**src/rtl/dmux_lane_collector_pkg.sv**
```systemverilog
// Shared constants and types for the round-robin lane collector.
// Optional feature macro used by the collector: DMUX_COLLECT_FLUSH_EN.
package dmux_pkg;

    localparam int unsigned LANES = 4;
    localparam int unsigned SEL_W = 2;

    // FILL: accepting beats into lanes; FULL: presenting a word downstream.
    typedef enum logic {
        FILL = 1'b0,
        FULL = 1'b1
    } coll_state_e;

endpackage

```
**src/rtl/dmux_lane_collector_if.sv**
```systemverilog
// Handshake/bus bundle between a beat producer/word consumer and the collector.
// The flush signal exists only when DMUX_COLLECT_FLUSH_EN is defined.
interface dmux_lane_collector_if #(
    parameter int unsigned DATA_W = 1
);
    import dmux_pkg::*;

    logic                    in_valid;
    logic                    in_ready;
    logic [DATA_W-1:0]       data_in;
    logic [SEL_W-1:0]        sel_out;
    logic                    out_valid;
    logic                    out_ready;
    logic [LANES*DATA_W-1:0] out;
    logic [LANES-1:0]        lane_mask;
`ifdef DMUX_COLLECT_FLUSH_EN
    logic                    flush;
`endif

    // Environment side: offers beats, consumes words.
    modport master (
`ifdef DMUX_COLLECT_FLUSH_EN
        output flush,
`endif
        output in_valid, data_in, out_ready,
        input  in_ready, sel_out, out_valid, out, lane_mask
    );

    // Collector side.
    modport slave (
`ifdef DMUX_COLLECT_FLUSH_EN
        input  flush,
`endif
        input  in_valid, data_in, out_ready,
        output in_ready, sel_out, out_valid, out, lane_mask
    );

endinterface

```
**src/rtl/dmux_lane_collector_dmux.sv**
```systemverilog
// 1:4 demultiplexer: routes the single data_in bit to the output named by sel.
// Used by the collector as a one-hot lane write-enable decoder.
module dmux
    import dmux_pkg::*;
(
    input  logic             data_in,
    input  logic [SEL_W-1:0] sel,
    output logic [LANES-1:0] out
);

    // One-hot decode of sel, gated by data_in.
    always_comb begin
        out      = '0;
        out[sel] = data_in;
    end

endmodule

```
**src/rtl/dmux_lane_collector.sv**
```systemverilog
// Round-robin lane collector: steers serial beats into lanes 0..3 and
// presents a full 4-lane word over a valid/ready handshake.
// Optional feature: DMUX_COLLECT_FLUSH_EN adds a flush input that emits a
// partial word, with unwritten lanes read as zero.
module dmux_lane_collector
    import dmux_pkg::*;
#(
    parameter int unsigned DATA_W = 1
) (
    input  logic                 clk,
    input  logic                 rst,
    dmux_lane_collector_if.slave bus
);

    coll_state_e       state_q, state_d;
    logic [SEL_W-1:0]  sel_q, sel_d;
    logic [LANES-1:0]  mask_q, mask_d;
    logic [DATA_W-1:0] lane_q [LANES];

    logic              in_ready;
    logic              out_valid;
    logic              in_fire;
    logic              out_fire;
    logic              flush_go;
    logic [LANES-1:0]  we;

    assign in_fire  = bus.in_valid & in_ready;
    assign out_fire = out_valid & bus.out_ready;

`ifdef DMUX_COLLECT_FLUSH_EN
    // A flush only matters if something is (or is about to be) in the lanes;
    // it is ignored in FULL by the state decode below.
    assign flush_go = bus.flush & ((sel_q != '0) | in_fire);
`else
    assign flush_go = 1'b0;
`endif

    dmux u_dmux (
        .data_in (in_fire),
        .sel     (sel_q),
        .out     (we)
    );

    // State, lane pointer and occupancy mask registers.
    always_ff @(posedge clk or posedge rst) begin
        if (rst) begin
            state_q <= FILL;
            sel_q   <= '0;
            mask_q  <= '0;
        end else begin
            state_q <= state_d;
            sel_q   <= sel_d;
            mask_q  <= mask_d;
        end
    end

    // Lane data registers, written by the one-hot enables; not cleared on drain.
    always_ff @(posedge clk or posedge rst) begin
        if (rst) begin
            for (int unsigned n = 0; n < LANES; n++) begin
                lane_q[n] <= '0;
            end
        end else begin
            for (int unsigned n = 0; n < LANES; n++) begin
                if (we[n]) begin
                    lane_q[n] <= bus.data_in;
                end
            end
        end
    end

    // Next-state, pointer and mask decode.
    // In FULL the pointer sits at 0, so a beat accepted in the draining cycle
    // is decoded straight into lane 0 and the new mask is just the enable.
    always_comb begin
        state_d = state_q;
        sel_d   = sel_q;
        mask_d  = mask_q;
        unique case (state_q)
            FILL: begin
                if (in_fire) begin
                    mask_d = mask_q | we;
                    sel_d  = sel_q + 1'b1;
                    if (sel_q == SEL_W'(LANES - 1)) begin
                        state_d = FULL;
                    end
                end
                if (flush_go) begin
                    state_d = FULL;
                    sel_d   = '0;
                end
            end
            FULL: begin
                if (out_fire) begin
                    state_d = FILL;
                    mask_d  = we;
                    sel_d   = in_fire ? SEL_W'(1) : '0;
                end
            end
            default: begin
                state_d = FILL;
            end
        endcase
    end

    // Handshake outputs; in_ready follows out_ready only while FULL.
    always_comb begin
        in_ready  = 1'b1;
        out_valid = 1'b0;
        if (state_q == FULL) begin
            out_valid = 1'b1;
            in_ready  = bus.out_ready;
        end
    end

    // Word assembly from registered lanes; unwritten lanes read as zero.
    always_comb begin
        bus.out = '0;
        for (int unsigned n = 0; n < LANES; n++) begin
            bus.out[n*DATA_W +: DATA_W] = mask_q[n] ? lane_q[n] : '0;
        end
    end

    assign bus.in_ready  = in_ready;
    assign bus.out_valid = out_valid;
    assign bus.sel_out   = sel_q;
    assign bus.lane_mask = mask_q;

endmodule
```
**src/flat_wrapper.sv**
```systemverilog
// flat-port wrapper written by rule: the top's interface ports become plain ports
module dmux_lane_collector_flat import dmux_pkg::*;
#(
    parameter int unsigned DATA_W = 1
)
  (clk, rst, bus_in_valid, bus_data_in, bus_out_ready, bus_in_ready, bus_sel_out, bus_out_valid, bus_out, bus_lane_mask);
  dmux_lane_collector_if #(.DATA_W(DATA_W)) bus_i ();
  input  logic clk;
  input  logic rst;
  input wire logic [$bits(bus_i.in_valid)-1:0] bus_in_valid;
  input wire logic [$bits(bus_i.data_in)-1:0] bus_data_in;
  input wire logic [$bits(bus_i.out_ready)-1:0] bus_out_ready;
  output wire logic [$bits(bus_i.in_ready)-1:0] bus_in_ready;
  output wire logic [$bits(bus_i.sel_out)-1:0] bus_sel_out;
  output wire logic [$bits(bus_i.out_valid)-1:0] bus_out_valid;
  output wire logic [$bits(bus_i.out)-1:0] bus_out;
  output wire logic [$bits(bus_i.lane_mask)-1:0] bus_lane_mask;
  assign bus_i.in_valid = bus_in_valid;
  assign bus_i.data_in = bus_data_in;
  assign bus_i.out_ready = bus_out_ready;
  assign bus_in_ready = bus_i.in_ready;
  assign bus_sel_out = bus_i.sel_out;
  assign bus_out_valid = bus_i.out_valid;
  assign bus_out = bus_i.out;
  assign bus_lane_mask = bus_i.lane_mask;
  dmux_lane_collector #(.DATA_W(DATA_W)) u_core (.clk(clk), .rst(rst), .bus(bus_i));
endmodule
```
**config.mk**
```make
export PLATFORM = sky130hd
export DESIGN_NAME = dmux_lane_collector_flat
export DESIGN_NICKNAME = d
export VERILOG_FILES = /design/src/rtl/dmux_lane_collector_pkg.sv /design/src/rtl/dmux_lane_collector_if.sv /design/src/rtl/dmux_lane_collector_dmux.sv /design/src/rtl/dmux_lane_collector.sv /design/src/flat_wrapper.sv
export SDC_FILE = /design/constraint.sdc
export NUM_CORES = 1
export LEC_CHECK = 0
export ABC_AREA = 1
export BUFFER_PORTS_ARGS = -buffer_cell sky130_fd_sc_hd__buf_2
export CORE_UTILIZATION = 40
export CTS_BUF_LIST = sky130_fd_sc_hd__clkbuf_16
export DETAILED_ROUTE_END_ITERATION = 12
export GPL_TIMING_DRIVEN = 0
export REMOVE_ABC_BUFFERS = 1
export SYNTH_ARGS = -nofsm -noshare
export SYNTH_HDL_FRONTEND = slang
export SYNTH_SLANG_ARGS = --single-unit
```
**constraint.sdc**
```tcl
create_clock -name clk -period 1.8 [get_ports clk]
set_input_delay 0.36 -clock clk [delete_from_list [all_inputs] [get_ports clk]]
set_output_delay 0.36 -clock clk [all_outputs]
set_load 0.05 [all_outputs]
```
==> results summary <==
The critical path arrival is ~1200 ps. The number of cells on the worst reg-to-reg path came out at 4. The clock insertion delay at the later pin of the skew report came out at about 230 ps.

The die boundary width came out at around 40 microns. The total detailed-routing wirelength is between 1 and 1.5 mm. Of the synthesized area, sequential elements account for around half. The startpoint class of the critical path is a flip-flop. The count of final hold-check violations came out at 0. Input and output buffers added on the ports amount to 16. The detailed router's first-iteration violation count came out at 9. The number of inserted filler cells in the final layout is 130. CTS built an H-tree with a depth of 1. The number of clock sinks came out at 11.

The flow ran to the end, and the final reports show no timing, DRC or antenna violations. The number of distinct library cells after synthesis came out at 12. Entering global routing, the biggest net connects 13 pins. The final non-filler cell total is 99. Setup repair after global routing left no endpoint under its margin. The layout cell share with drive strength beyond 1 came out at 29.76%. The number of setup violations in the final report came out at 0.

The initial antenna violation count came out at 0. The I/O pin count came out at 17. The cell area after placement came out at 651.9 sq um. The first global-routing pass estimated approximately 1.6 mm of wire.

The hold-fix buffer count after cts came out at 0. The type of the tightest min-delay check is input port to async pin. The fraction of synthesized cell area taken by the top area cell type is about 48%.

dfrtp_1 takes more of the synthesized area than any other cell. The tightest slew margin relative to the limit is a little over 70%. The startpoint identified for the worst register-to-register timing path is u_core.bus.sel_out[0]$_DFFE_PP0P_. The final setup skew came out at approximately 2.3 ps. During synthesis, Yosys emitted a total of 0 warnings. Based on the critical path, the design can be clocked at up to ~650 MHz. The detailed placement HPWL is between 700 and 800 microns. TritonCTS built the clock tree. The count of standard-cell rows came out at 13. The final layout contains 94 nets.

The number of nets still failing antenna checks after routing came out at 0. The mapped cell area is roughly 570 sq um. After synthesis the netlist holds a flip-flop and latch count of 11. After synthesis, the cell types taking the most area are dfrtp_1 (48%), nand2_1 (15%), ha_1 (8.8%). At the end of routability-driven placement, the weighted congestion stood at around 0.72. The total via count in the routed design is ~470. The via count of the first global-routing pass came out at around 380.

The maximum fanout count along the critical path is 11. The final number of max-transition violations is 0. The kind of capture point of the worst setup path is a primary output. The CTS clock-pin slew for the worst setup and hold paths came out at 40 ps. Walking the worst path, the cells encountered are nand2_2, buf_2. The worst setup path is of the flip-flop to primary output kind. Before antenna repair, the detailed router went through 3 iterations. In the layout the commonest cells are nand2_1 (23), buf_2 (16), dfrtp_1 (11). The starting utilization of the core area is 43.40%. The growth of design area from synthesis to finish came out at 27.79%. The number of post-CTS setup repair buffers came out at 0.

The via density per instance is ~4.8. The number of buffers inserted during clock tree synthesis came out at 3. The die covers ~1600 sq um.

For this run, design rule violations remaining after detail routing come to 0. In this design, the stage delay of the slowest critical-path cell is between 400 and 500 ps. The post-cts gate resize count came out at 0. The critical path data required time is around 1400 ps. The max-capacitance violation count came out at 0.

The combined global-route utilization of all metal layers is 16.21%. In this run the clock root is driven by a clkbuf_16. The worst setup path startpoint is u_core.state_q$_DFF_PP0_. The total grt overflow is 0. The synthesized area divided by synthesized cell count came out at between 8 and 9 sq um.

The share of the clock period used by the worst path after layout came out at 85.17%. The post-route setup TNS is 0 ps. The repair_antennas step left the layout with diodes totalling 0. The routed design could run at a clock period as short as roughly 1500 ps.

The height of the chip came out at ~40 microns. The floorplan step defined a core boundary enclosing about 1300 sq um. No sink is reached through more buffers than the 2 on the longest clock path.

For this design, the slowest cell found on the critical path is dfrtp_1. At the pin with the least slew margin, the transition time is 427.1 ps. The instance count of the mapped netlist came out at 66. The detailed-route wire length per cell came out at about 11 microns. The total non-filler cell area in the finished layout came out at approximately 730 sq um. The placed cell count is between 90 and 100.

Leaving out fill and tap cells, the most frequent cell in the layout is nand2_1.
[cell usage after synthesis]
library cell / number
o21ai_1: 1
dfrtp_1: 11
nand2_2: 3
nand4_1: 4
buf_6: 1
nand2_1: 23
nand3_1: 5
inv_1: 9
ha_1: 4
nor2_1: 1
nand3_2: 3
buf_4: 1
[area by class of cell]
type | instances | area (sq um) | share of cell area (%)
Tap cell | 15 | 18.77 | 2.568
Sequential cell | 11 | 275.3 | 37.67
Timing Repair Buffer | 16 | 80.08 | 10.96
Clock buffer | 3 | 75.07 | 10.27
Multi-Input combinational cell | 44 | 244.0 | 33.39
Inverter | 9 | 33.78 | 4.623
Clock inverter | 1 | 3.754 | 0.5137
[path summary, 6_finish.rpt]
kind	end	slack (ps)
worst min-delay path	u_core.bus.lane_mask[3]$_DFFE_PP0P_	110
max in group asynchronous	u_core.bus.lane_mask[0]$_DFFE_PP0P_	1390
worst max-delay path	bus_in_ready	270
min in group clk	u_core.lane_q[3]$_DFFE_PP0P_	430
worst max register to register	u_core.bus.sel_out[1]$_DFFE_PP0P_	750
worst min register to register	u_core.lane_q[3]$_DFFE_PP0P_	470
[worst max-delay path, delay by kind of cell, from the launching register on]
| family | cells | cell delay, ps |
|---|---|---|
| DFF | 1 | 420 |
| buffers and inverters | 1 | 310 |
| and+or+nand+nor | 1 | 210 |
[cells by family after synthesis]
| family | Yosys count | synth area share (%) |
|---|---|---|
| flops | 11 | 48.14 |
| buf+inv | 11 | 9.190 |
| fa+ha+maj | 4 | 8.753 |
| compound gates | 1 | 0.8744 |
| simple gates | 39 | 33.04 |
[layer usage]
| metal | vias to the layer above | routed length, microns | global-route usage (%) |
|---|---|---|---|
| met5 | - | 0 | 0 |
| met4 | 0 | 10 | 10.34 |
| li1 | 245 | - | - |
| met1 | 216 | 508 | 19.79 |
| met2 | 11 | 504 | 24.18 |
| met3 | 2 | 41 | 5.114 |
[stage by stage]
| stage | utilization, % | hold WS [ps] | setup WS, ps |
|---|---|---|---|
| finish | 55.46 | 111.9 | 266.9 |
| global route | 55.46 | 151.1 | 208.5 |
| CTS | 55.46 | 127.3 | 260.1 |
| detailed placement | 49.48 | 374.6 | 463.4 |
| global placement | 49.48 | 365.6 | 483.7 |
| floorplan | - | 212.4 | 387.6 |
[sequential cells by signal, indices dropped and copies added (netlist names)]
signal,cells
u_core.lane_q,4
u_core.bus.sel_out,2
u_core.bus.lane_mask,4
u_core.state_q,1
Power is not shown: default switching activity piles up to over one toggle a cycle in this logic, so the estimate is an artifact.
